===== src/rtl/centroid_tracker.sv =====
`timescale 1ns/1ps
// Multi-channel centroid tracker: per-frame coordinate sums and hit counts per
// colour channel, then integer centroids from one shared restoring divider.
module centroid_tracker #(
  parameter int H_RES     = 640,
  parameter int V_RES     = 480,
  parameter int CHANNELS  = 2,
  parameter int MIN_COUNT = 1,
  localparam int XW = $clog2(H_RES),
  localparam int YW = $clog2(V_RES),
  localparam int CW = $clog2(H_RES*V_RES+1),
  localparam int QW = (XW > YW) ? XW : YW,
  localparam int SW = CW + QW
) (
  input  logic                   clk,
  input  logic                   reset,
  input  logic                   enable,
  input  logic                   pix_valid,
  input  logic                   pix_sof,
  input  logic [CHANNELS-1:0]    pix_found,
  output logic [CHANNELS*XW-1:0] pos_x,
  output logic [CHANNELS*YW-1:0] pos_y,
  output logic [CHANNELS-1:0]    pos_valid,
  output logic                   done,
  output logic                   busy
);

  localparam int DIW = $clog2(2*CHANNELS+1);
  localparam int BW  = $clog2(SW);
  localparam logic [XW-1:0]  X_LAST   = XW'(H_RES-1);
  localparam logic [YW-1:0]  Y_LAST   = YW'(V_RES-1);
  localparam logic [BW-1:0]  BIT_LAST = BW'(SW-1);
  localparam logic [DIW-1:0] DIV_DONE = DIW'(2*CHANNELS);
  localparam logic [CW-1:0]  MIN_CNT  = CW'(MIN_COUNT);

  typedef enum logic [1:0] {S_IDLE, S_ARMED, S_SCAN, S_DIVIDE} state_t;

  state_t         state_q;
  logic [XW-1:0]  x_q;
  logic [YW-1:0]  y_q;
  logic [SW-1:0]  x_sum_q [CHANNELS];
  logic [SW-1:0]  y_sum_q [CHANNELS];
  logic [CW-1:0]  cnt_q   [CHANNELS];

  logic [DIW-1:0] div_idx_q;
  logic [BW-1:0]  bit_cnt_q;
  logic [CW:0]    rem_q;
  logic [QW-2:0]  quo_q;
  logic [XW-1:0]  qx_q [CHANNELS];
  logic [YW-1:0]  qy_q [CHANNELS];

  logic [XW-1:0]  pos_x_q [CHANNELS];
  logic [YW-1:0]  pos_y_q [CHANNELS];
  logic [CHANNELS-1:0] pos_valid_q;
  logic           done_q;
  logic           busy_q;

  logic           x_last, at_origin, frame_end, start_frame;
  logic [SW-1:0]  div_num;
  logic [CW-1:0]  div_den;
  logic           div_in_bit;
  logic [CW:0]    rem_sh, rem_diff, rem_d;
  logic           rem_ge;
  logic [QW-1:0]  quo_d;

  always_comb begin
    x_last      = (x_q == X_LAST);
    at_origin   = (x_q == '0) && (y_q == '0);
    frame_end   = x_last && (y_q == Y_LAST);
    // A sof anywhere but the origin during SCAN restarts the frame
    start_frame = pix_valid && pix_sof &&
                  (((state_q == S_ARMED) && enable) ||
                   ((state_q == S_SCAN) && !at_origin));
  end

  always_comb begin
    div_num = '0;
    div_den = '0;
    for (int c = 0; c < CHANNELS; c++) begin
      if (int'(div_idx_q) == 2*c) begin
        div_num = x_sum_q[c];
        div_den = cnt_q[c];
      end
      if (int'(div_idx_q) == 2*c+1) begin
        div_num = y_sum_q[c];
        div_den = cnt_q[c];
      end
    end
    div_in_bit = div_num[BIT_LAST - bit_cnt_q];
    rem_sh     = {rem_q[CW-1:0], div_in_bit};
    rem_diff   = rem_sh - {1'b0, div_den};
    // rem_q[CW] stays 0 whenever the divisor is non-zero
    rem_ge     = rem_q[CW] | (rem_sh >= {1'b0, div_den});
    rem_d      = rem_ge ? rem_diff : rem_sh;
    quo_d      = {quo_q, rem_ge};
  end

  always_ff @(posedge clk or posedge reset) begin
    if (reset) begin
      state_q     <= S_IDLE;
      x_q         <= '0;
      y_q         <= '0;
      div_idx_q   <= '0;
      bit_cnt_q   <= '0;
      rem_q       <= '0;
      quo_q       <= '0;
      pos_valid_q <= '0;
      done_q      <= 1'b0;
      busy_q      <= 1'b0;
      for (int c = 0; c < CHANNELS; c++) begin
        x_sum_q[c] <= '0;
        y_sum_q[c] <= '0;
        cnt_q[c]   <= '0;
        qx_q[c]    <= '0;
        qy_q[c]    <= '0;
        pos_x_q[c] <= '0;
        pos_y_q[c] <= '0;
      end
    end else begin
      done_q <= 1'b0;
      case (state_q)
        S_IDLE: begin
          x_q <= '0;
          y_q <= '0;
          for (int c = 0; c < CHANNELS; c++) begin
            x_sum_q[c] <= '0;
            y_sum_q[c] <= '0;
            cnt_q[c]   <= '0;
          end
          if (enable) state_q <= S_ARMED;
        end
        S_ARMED: begin
          if (!enable) state_q <= S_IDLE;
        end
        S_SCAN: begin
          if (pix_valid && !start_frame) begin
            for (int c = 0; c < CHANNELS; c++) begin
              if (pix_found[c]) begin
                x_sum_q[c] <= x_sum_q[c] + SW'(x_q);
                y_sum_q[c] <= y_sum_q[c] + SW'(y_q);
                cnt_q[c]   <= cnt_q[c] + CW'(1);
              end
            end
            if (frame_end) begin
              state_q   <= S_DIVIDE;
              x_q       <= '0;
              y_q       <= '0;
              div_idx_q <= '0;
              bit_cnt_q <= '0;
              rem_q     <= '0;
              quo_q     <= '0;
            end else if (x_last) begin
              x_q <= '0;
              y_q <= y_q + YW'(1);
            end else begin
              x_q <= x_q + XW'(1);
            end
          end
        end
        S_DIVIDE: begin
          if (div_idx_q == DIV_DONE) begin
            for (int c = 0; c < CHANNELS; c++) begin
              if ((cnt_q[c] != '0) && (cnt_q[c] >= MIN_CNT)) begin
                pos_x_q[c]     <= qx_q[c];
                pos_y_q[c]     <= qy_q[c];
                pos_valid_q[c] <= 1'b1;
              end else begin
                pos_valid_q[c] <= 1'b0;
              end
            end
            done_q  <= 1'b1;
            busy_q  <= 1'b0;
            state_q <= enable ? S_ARMED : S_IDLE;
          end else if (bit_cnt_q == BIT_LAST) begin
            for (int c = 0; c < CHANNELS; c++) begin
              if (int'(div_idx_q) == 2*c)   qx_q[c] <= quo_d[XW-1:0];
              if (int'(div_idx_q) == 2*c+1) qy_q[c] <= quo_d[YW-1:0];
            end
            rem_q     <= '0;
            quo_q     <= '0;
            bit_cnt_q <= '0;
            div_idx_q <= div_idx_q + DIW'(1);
          end else begin
            rem_q     <= rem_d;
            quo_q     <= quo_d[QW-2:0];
            bit_cnt_q <= bit_cnt_q + BW'(1);
          end
        end
        default: state_q <= S_IDLE;
      endcase

      // Frame start: the sof pixel is (0,0), so it contributes only to counts
      if (start_frame) begin
        for (int c = 0; c < CHANNELS; c++) begin
          x_sum_q[c] <= '0;
          y_sum_q[c] <= '0;
          cnt_q[c]   <= CW'(pix_found[c]);
        end
        x_q     <= XW'(1);
        y_q     <= '0;
        state_q <= S_SCAN;
        busy_q  <= 1'b1;
      end
    end
  end

  always_comb begin
    pos_x = '0;
    pos_y = '0;
    for (int c = 0; c < CHANNELS; c++) begin
      pos_x[c*XW +: XW] = pos_x_q[c];
      pos_y[c*YW +: YW] = pos_y_q[c];
    end
  end

  assign pos_valid = pos_valid_q;
  assign done      = done_q;
  assign busy      = busy_q;

endmodule


===== config.mk =====
export PLATFORM = sky130hd
export DESIGN_NAME = centroid_tracker
export DESIGN_NICKNAME = d
export VERILOG_FILES = /design/src/rtl/centroid_tracker.sv
export SDC_FILE = /design/constraint.sdc
export NUM_CORES = 1
export LEC_CHECK = 0
export CAP_MARGIN = 30
export CORE_MARGIN = 1.5
export CORE_UTILIZATION = 51
export CTS_CLUSTER_SIZE = 30
export DETAILED_ROUTE_END_ITERATION = 7
export PLACE_DENSITY = 0.75
export SLEW_MARGIN = 15
export SYNTH_ARGS = -nofsm -noshare
export SYNTH_HDL_FRONTEND = slang
export SYNTH_SLANG_ARGS = --single-unit
export TNS_END_PERCENT = 20

===== constraint.sdc =====
create_clock -name clk -period 12 [get_ports clk]
set_input_delay 1.2 -clock clk [delete_from_list [all_inputs] [get_ports clk]]
set_output_delay 1.2 -clock clk [all_outputs]
set_load 0.01 [all_outputs]

Yosys cells after proc, flatten, opt, wreduce, memory -nomap -nowiden
Cells that the tools add are included.
- add/subtract/negate cells: 12
- $lt $le $gt $ge: 4
- eq/ne operators: 22
- mux-type cells: 71
- bitwise operators: 2
- reduce and logical (&&, ||, !) cells: 37
- operator list (operator ; number):
    $mux W29 ; 8
    $mux W58 ; 4
    $pmux W58 S2 ; 2
    $mux W19 ; 6
    $mux W20 ; 5
    $mux W38 ; 2
    $pmux W38 S2 ; 1
    $mux W9 ; 8
    $add A29 B10 Y29 ; 2
    $add A29 B9 Y29 ; 2
    $mux W10 ; 4
    $pmux W20 S2 ; 1
    $add A19 B1 Y19 const B ; 2
    $ge A19 B1 Y1 const B ; 2
    $reduce_bool A19 Y1 ; 2
    $pmux W9 S2 ; 2
    $ge A20 B19 Y1 ; 1
    $mux W5 ; 4
    $pmux W10 S2 ; 1
    $reduce_and A4 Y1 ; 5
    $sub A20 B19 Y20 ; 1
    $ne A3 B3 Y1 const B ; 6
    $reduce_and A3 Y1 ; 5
    $mux W2 ; 6
    36 further kinds ; 66
- bits in registers: 292
- input port bits: 7
- output and inout port bits: 42
- word-level logic and storage cells: 172

Longest topological paths before layout
Gate-level depths: netlist (run 1).
- depth after elaboration: 13
- depth in mapped cells: 25
- mapped depth without buffers: 20

Worst setup path after synthesis (run 1)
OpenSTA, ideal clock, no wires.
- kind: flip-flop to flip-flop
- start: register div_idx_q[2]
- end: register rem_q[13]
- setup time: 121 ps
- data arrival time: 4588 ps
- required time: 11879 ps
- path slack: 7291 ps
- cell stages (with the launch flop): 26
- buffers on the path: 5
- cells stage by stage: dfrtp_1 buf_2 clkinv_1 ha_1 clkbuf_1 nor3b_1 clkbuf_1 a221oi_1 o21ai_0 nand4b_1 nor2_1 a211oi_1 and3_1 ha_1 inv_1 fa_1 a211oi_1 nor2_1 a2111oi_2 o211ai_1 and2_1 clkbuf_1 buf_2 nor2_1 a21oi_1 a22o_1
- cells in the longest elaborated chain, start to end: 13
- elaborated cells on any way between the ends: 24
- classes of those cells: add/sub (1); order compare (1); eq/ne (5); mux (14); bitwise (1); reduce/logical (2)
- RTL lines (item ; RTL line ; source):
    start: declaration ; 45 ; logic [DIW-1:0] div_idx_q;
    start signal: assignment ; 182 ; div_idx_q <= div_idx_q + DIW'(1);
    $logic_not A3 Y1 ; 80 ; if (int'(div_idx_q) == 2*c) begin
    $mux W29 ; 80 ;
    $mux W29 ; 84 ; if (int'(div_idx_q) == 2*c+1) begin
    $mux W29 ; 80 ;
    $mux W29 ; 84 ;
    $bmux W1 S5 ; 89 ; div_in_bit = div_num[BIT_LAST - bit_cnt_q];
    $mux W1 (implied by the code) ; 89 ;
    $ge A20 B19 Y1 ; 93 ; rem_ge = rem_q[CW] | (rem_sh >= {1'b0, div_den});
    $or A1 B1 Y1 ; 93 ;
    $mux W20 ; 94 ; rem_d = rem_ge ? rem_diff : rem_sh;
    $mux W20 ; 174 ; end else if (bit_cnt_q == BIT_LAST) begin
    $mux W20 ; 161 ; if (div_idx_q == DIV_DONE) begin
    $pmux W20 S2 ; 121 ; case (state_q)
    end signal: assignment ; 184 ; rem_q <= rem_d;
    end: declaration ; 47 ; logic [CW:0] rem_q;
Parallel ways exist; a longest one is shown, timed or not. The select of a mux whose other input is x is not followed.
A chain may end at the register's enable or synchronous reset.

Final worst setup path (run 1)
- start: register div_idx_q[1]
- end: register rem_q[18]
Same word-level chain as after synthesis.

==> key figures, run 1 <==
Clocking
  • Num CTS Buffers: 34
  • # hold bufs at CTS: 0
  • Reg clk slew, reported paths: 0.06 ns
  • Clk Latency, worst-skew pair: approximately 0.53 ns
  • CTS tree: built
  • CTS root buffer: clkbuf_16
  • Clock Tree Buf Depth: 3
  • Setup repair bufs after CTS: 0
  • TritonCTS Sinks: between 200 and 300
  • CTS resizes: 0
  • Htree depth: 2

Worst setup path
  • Crit path max fanout: 18
  • Crit path launch type: register
  • Crit Path Category: register to register
  • FF-to-FF setup slack: about 6 ns
  • Worst r2r dst: rem_q[18]$_DFFE_PP0P_
  • Reg2Reg Launch Point: div_idx_q[1]$_DFFE_PP0P_
  • Critical Path RT: 12.40 ns
  • CP endpoint kind: register
  • Worst EP arrival: between 6 and 7 ns
  • Worst R2R Path Depth: 22

Drt
  • Metal-1 WL: 20.5 mm
  • Wire per inst: 20.4 um
  • Final WL: 46.5 mm
  • Post-DRT Antenna Nets: 0
  • Pre-antenna DRT Iters: 6
  • DR top layer: met4
  • Via-per-instance ratio: around 6
  • Met2 wire len: between 20 and 25 mm
  • Met3 wire length: 2.77 mm
  • Drc violations: 0
  • Via count: 14077
  • First DRT Iteration DRCs: 1313

Timing
  • Period utilisation layout: between 40% and 50%
  • Final Hold Vio Count: 0
  • Slew Limit Fails: 0
  • Clock Skew: around 0.019 ns
  • Hold Slack: 0.492 ns
  • Max-slew headroom: 32.5%
  • Endpoints failing setup: 0
  • Setup TNS Final: 0 ns
  • Unrepaired setup endpoints after global routing: no
  • Slew of the pin with the lowest slew margin: between 1 and 1.5 ns
  • Min Tclk post-route: 5.84 ns
  • Fmax: 171 MHz

Yosys
  • Unique masters post-synth: 84
  • #FFs+latches synth: just under 300
  • Ys flop type: dfrtp_1
  • Mapped Nets: around 1900
  • Mapped Avg Cell Area: roughly 9.5 um^2
  • EDFF count, synth: 0
  • Async SR Flop Fraction: between 90% and 100%
  • Cell area after synthesis: 17000 um^2
  • Post-Syn Instances: 1786
  • Sequential area share after synthesis: a little over two fifths
  • Ys Warns: 0

Placed design
  • GP Congestion: 0.967
  • Placed Cells incl. Taps: about 2200
  • DP Wirelength: roughly 33 mm
  • Buffers added on ports: 48

Power and ir drop
  • Switching Power: 1.32 mW
  • Clock share of power: 30.8%
  • Leak pwr: approximately 8.7 nW
  • Int Pwr: between 2 and 2.5 mW
  • Net Sw Frac: 38.3%
  • Worst vdd ir: 0.147 mV
  • Power Total: 3.45 mW
  • Sequential Power Share: 33.5%
  • Comb pwr share: 35.7%
  • Pwr Density: 180 nW/um^2

Die
  • I/O pin count: 49
  • Core Box Area: 32700 um^2
  • Die height: between 150 and 200 um
  • Chip Width: 186 um
  • FP Rows: 66
  • Initial Utilization: 52.1%
  • Die area: ~35000 um^2

Final layout
  • Layout cells sized above 1: between 10% and 20%
  • Most frequent cells in the layout: dfrtp_1 (292), nor2_1 (159), nand2_1 (154)
  • Finished Layout Cells: 2283
  • Area grow syn2layout: 12.5%
  • Commonest non-fill, non-tap cell in the layout: dfrtp_1
  • Ant. Diodes: 0
  • Fillers: 2821
  • Nets: 1903

Worst hold path
  • WHS Endpoint: rem_q[19]$_DFFE_PP0P_
  • Hold Crit Depth: 1
  • Worst hold start: rem_q[19]$_DFFE_PP0P_
  • Tightest Hold Check Type: register to register

GRT
  • Largest net degree at the start of global routing: 98
  • Antenna violations before repair: 0
  • Gr ovfl total: 0
  • First-pass GRT wire length: 74.8 mm
  • All-Layer GR Usage: approximately 28%
  • Vias in the first global route: 13466

Job
  • MaxCap Viol Count: 0

Status
  • Run status: finished, final reports clean
==> sequential cells by signal, indices dropped and copies added, names as in the netlist, 10 cells and up <==
| signal | count |
|---|---|
| rem_q | 20 |
| x_q | 10 |
| pos_x | 20 |
| cnt_q | 38 |
| pos_y | 18 |
| qx_q | 20 |
| x_sum_q | 58 |
| qy_q | 18 |
| y_sum_q | 58 |
==> critical path, cell delays in order, from the launching register on <==
cell and delay, ns:
dfrtp_1 0.40, inv_1 0.11, ha_1 0.53, nand2b_1 0.34
buf_4 0.33, mux2i_1 0.19, o22ai_1 0.11, a221oi_1 0.33
nor2_1 0.11, a211oi_1 0.35, and3_1 0.22, ha_1 0.16
inv_1 0.05, fa_1 0.42, a211oi_1 0.24, nor2_1 0.13
a2111oi_2 0.50, o211ai_1 0.15, and2_1 0.32, buf_8 0.24
nand3_1 0.09, mux2i_1 0.09, a221o_1 0.27
==> worst max-delay path by stage <==
stage,cells after the start,endpoint,startpoint,slack [ns]
finish,22,rem_q[18]$_DFFE_PP0P_,div_idx_q[1]$_DFFE_PP0P_,6.16
detailed placement,19,rem_q[15]$_DFFE_PP0P_,div_idx_q[2]$_DFFE_PP0P_,5.68
global route,21,rem_q[18]$_DFFE_PP0P_,div_idx_q[2]$_DFFE_PP0P_,5.77
global placement,19,rem_q[15]$_DFFE_PP0P_,div_idx_q[2]$_DFFE_PP0P_,5.80
CTS,19,rem_q[15]$_DFFE_PP0P_,div_idx_q[2]$_DFFE_PP0P_,5.64
floorplan,1,bit_cnt_q[0]$_DFFE_PP0P_,reset,2.74
==> final cells by class <==
| class | instances | area (um^2) | share of cell area, % |
|---|---|---|---|
| Clock inverter | 11 | 130 | 0.679 |
| Sequential cell | 292 | 7310 | 38.1 |
| Multi-Input combinational cell | 1364 | 9250 | 48.3 |
| Tap cell | 442 | 553 | 2.88 |
| Clock buffer | 49 | 1020 | 5.30 |
| Timing Repair Buffer | 74 | 717 | 3.74 |
| Inverter | 51 | 199 | 1.04 |
==> through the flow <==
| step | area [um^2] | worst slack, ns | util [%] |
|---|---|---|---|
| 6_report | 19200 | 6.16 | 58.6 |
| 3_5_place_dp | 18000 | 5.68 | 54.9 |
| 3_3_place_gp | 17900 | 5.80 | 54.8 |
| 5_1_grt | 19200 | 5.77 | 58.6 |
| 2_1_floorplan | 17000 | 2.74 | - |
| 4_1_cts | 19100 | 5.64 | 58.4 |
==> cell families (layout without fill, tap and decap cells) <==
| kind of cell | after synthesis | after routing | synth area share (%) |
|---|---|---|---|
| xor+xnor | 131 | 131 | 6.73 |
| fa+ha+maj | 79 | 79 | 6.02 |
| mux | 115 | 115 | 7.42 |
| flops | 292 | 292 | 42.9 |
| compound gates | 431 | 431 | 16.4 |
| buf+inv | 130 | 185 | 3.08 |
| simple gates | 608 | 608 | 17.5 |
==> metal layers <==
metal  GRT usage (%)  up-vias
li1                -     6562
met1            38.1     6982
met2            45.1      446
met3            3.58       87
met4            8.74        0
met5               0        -
==> cells in the mapped netlist (48+ instances only) <==
master	count	area share (%)
dfrtp_1	292	43
nor2_1	160	3.5
nand2_1	154	3.4
o21ai_0	127	3.7
a21oi_1	88	2.6
mux2_2	81	5.4
ha_1	74	5.4
xnor2_1	70	3.6
nand3_1	64	1.9
xor2_1	61	3.1
inv_1	50	1.1
clkbuf_1	48	1.1
==> power by group through the flow <==
| stage | registers, mW | clock network (mW) | logic [mW] |
|---|---|---|---|
| floorplan | 1.13 | 0 | 0.931 |
| global placement | 1.17 | 0 | 1.16 |
| detailed placement | 1.17 | 0 | 1.19 |
| CTS | 1.15 | 1.08 | 1.21 |
| global route | 1.17 | 1.11 | 1.35 |
| finish | 1.16 | 1.06 | 1.23 |
(Power assumes the default switching activity.)
==> run 2, diff against run 1 <==
Settings changed: PLACE_DENSITY 0.75 to 0.78.
Clock period 12 ns to 4.7 ns, I/O delays scaled along.
==> key figures, run 2 (synthesized netlist as in run 1, its figures left out) <==
Drt
  • Post-DRT Antenna Nets: 0
  • Final WL: around 48 mm
  • Via-per-instance ratio: 6.23
  • Pre-antenna DRT Iters: 6
  • Drc violations: 0
  • Via count: 14558
  • First DRT Iteration DRCs: 1502
  • Wire per inst: 20.4 um

Final layout
  • Final Cell Area: about 20000 um^2
  • Commonest non-fill, non-tap cell in the layout: dfrtp_1
  • Area grow syn2layout: 15.9%
  • Nets: 1954
  • Register area: ~7300 um^2
  • Ant. Diodes: 0
  • Layout cells sized above 1: between 10 and 15%
  • Largest regs: x_sum_q x58, y_sum_q x58, cnt_q x38
  • Fillers: 2706
  • Most frequent cells in the layout: dfrtp_1 (292), nor2_1 (155), nand2_1 (154)
  • Multi-input gate area: 9480 um^2

Placed design
  • Post-DP Area: 18400 um^2
  • DP Wirelength: 34.0 mm
  • GP Congestion: 0.984
  • Buffers added on ports: 48

Worst setup path
  • Worst EP arrival: 5.11 ns
  • Critical Path RT: 5.20 ns
  • Critical-path top delay cell: dfrtp_1
  • CP endpoint kind: register
  • Critical Path Max Stage Delay: ~0.44 ns
  • Crit path launch type: register
  • Crit path max fanout: 8
  • Top cell by count, worst path: ha_4
  • Crit Path Category: register to register
  • Crit path cell chain: ha_4 -> ha_4 -> buf_12 -> buf_8 -> a221oi_2 -> o21ai_0 -> a21oi_1 -> a31oi_1 -> a211oi_2 -> and3_4 -> ha_4 -> inv_4 -> fa_2 -> a211oi_2 -> nor2_2 -> a2111oi_4 -> buf_4 -> nor2_4 -> a31oi_4 -> buf_6 -> xnor2_2 -> nand2_1 -> a221oi_2

Die
  • Initial Utilization: 52.1%
  • Die area: 34500 um^2
  • Chip Width: roughly 190 um
  • I/O pin count: 49
  • Core Box Area: 32700 um^2
  • FP Rows: 66
  • Die height: about 190 um

GRT
  • Largest net degree at the start of global routing: 158
  • Gr ovfl total: 0
  • First-pass GRT wire length: 76.3 mm
  • Antenna violations before repair: 0
  • Vias in the first global route: ~14000
  • All-Layer GR Usage: 28.1%

Worst hold path
  • Tightest Hold Check Type: input pin to async pin

Timing
  • Final Hold Vio Count: 0
  • Unrepaired setup endpoints after global routing: yes
  • Fmax: 217 MHz
  • Slew Limit Fails: 0
  • Endpoints failing setup: 0
  • Max-slew headroom: 33.4%
  • Clock Skew: ~0.012 ns
  • Min Tclk post-route: 4.62 ns
  • Hold Slack: roughly 0.27 ns
  • Slew of the pin with the lowest slew margin: between 0.9 and 1 ns
  • Period utilisation layout: between 90% and 100%

Power and ir drop
  • Pwr Density: 463 nW/um^2
  • Worst vdd ir: 0.308 mV
  • Leak pwr: 9.02 nW

Clocking
  • # hold bufs at CTS: 0
  • Clk Latency, worst-skew pair: 0.59 ns
  • Num CTS Buffers: 31
  • CTS root buffer: clkbuf_16
  • CTS tree: built
  • Clock Tree Buf Depth: 3
  • Htree depth: 1
  • Reg clk slew, reported paths: around 0.07 ns
  • TritonCTS Sinks: 292

Status
  • Run status: finished, final reports clean

Job
  • MaxCap Viol Count: 0
==> run 2: what timing repair did <==
| action | in CTS | in global routing |
|---|---|---|
| cloned | 0 | 0 |
| setup endpoints to repair | 19 | 23 |
| buffers inserted | 0 | 6 |
| pin swaps | 3 | 28 |
| gates resized for setup | 9 | 53 |
==> run 2: area by class of cell <==
cell class	count	share of cell area (%)
multi-input cells	1364	48.0
flip-flops and latches	292	37.0
repair buffers	128	6.03
clock buffers	47	4.64
well taps	442	2.80
inverters	51	1.00
clock inverters	11	0.538
==> run 2: path summary, 6_finish.rpt <==
path	start	endpoint	slack [ns]	cells after the start
max	div_idx_q[1]$_DFFE_PP0P_	rem_q[16]$_DFFE_PP0P_	0.08	23
min	reset	busy$_DFFE_PP0P_	0.27	2
max reg2reg	div_idx_q[1]$_DFFE_PP0P_	rem_q[16]$_DFFE_PP0P_	0.08	23
min reg2reg	rem_q[19]$_DFFE_PP0P_	rem_q[19]$_DFFE_PP0P_	0.48	1
max in group asynchronous	reset	y_sum_q[45]$_DFFE_PP0P_	3.24	3
min in group clk	rem_q[19]$_DFFE_PP0P_	rem_q[19]$_DFFE_PP0P_	0.48	1
==> run 2: routing by layer <==
| metal | share of wire (%) | vias up | global-route usage (%) |
|---|---|---|---|
| li1 | - | 6649 | - |
| met1 | 41 | 7174 | 37.3 |
| met2 | 47 | 606 | 46.6 |
| met3 | 6.8 | 129 | 3.50 |
| met4 | 4.6 | 0 | 11.6 |
| met5 | 0 | - | 0 |
==> run 2: worst max-delay path: cells and delay by family, from the launching register on <==
family,cells,cell delay (ns)
AOI/OAI and AO/OA,9,1.99
xor gates and xnor gates,1,0.10
adders and majority gates,4,0.90
buffers and inverters,5,0.61
DFF,1,0.44
and+or+nand+nor,4,0.48
==> run 2: metrics by stage <==
stage / std cells / util, % / setup WS (ns) / total power, mW / TNS, ns
final: 2335 / 60.4 / 0.0838 / 9.14 / 0
after CTS: 2328 / 59.5 / 0.00898 / 8.88 / 0
after global placement: 2267 / 56.1 / -0.00169 / 6.28 / -0.00289
after floorplan: 1786 / - / -0.00856 / 5.25 / -0.00856
after global routing: 2335 / 60.4 / -0.0695 / 9.61 / -0.140
after detailed placement: 2270 / 56.2 / -0.136 / 6.37 / -1.91
==> run 2: where the power goes <==
part           internal [mW]  switching (mW)  leakage, nW  total (mW)
clock                   1.40            1.06        0.497        2.46
combinational           1.49            2.23         4.48        3.72
sequential              2.68           0.274         4.04        2.96
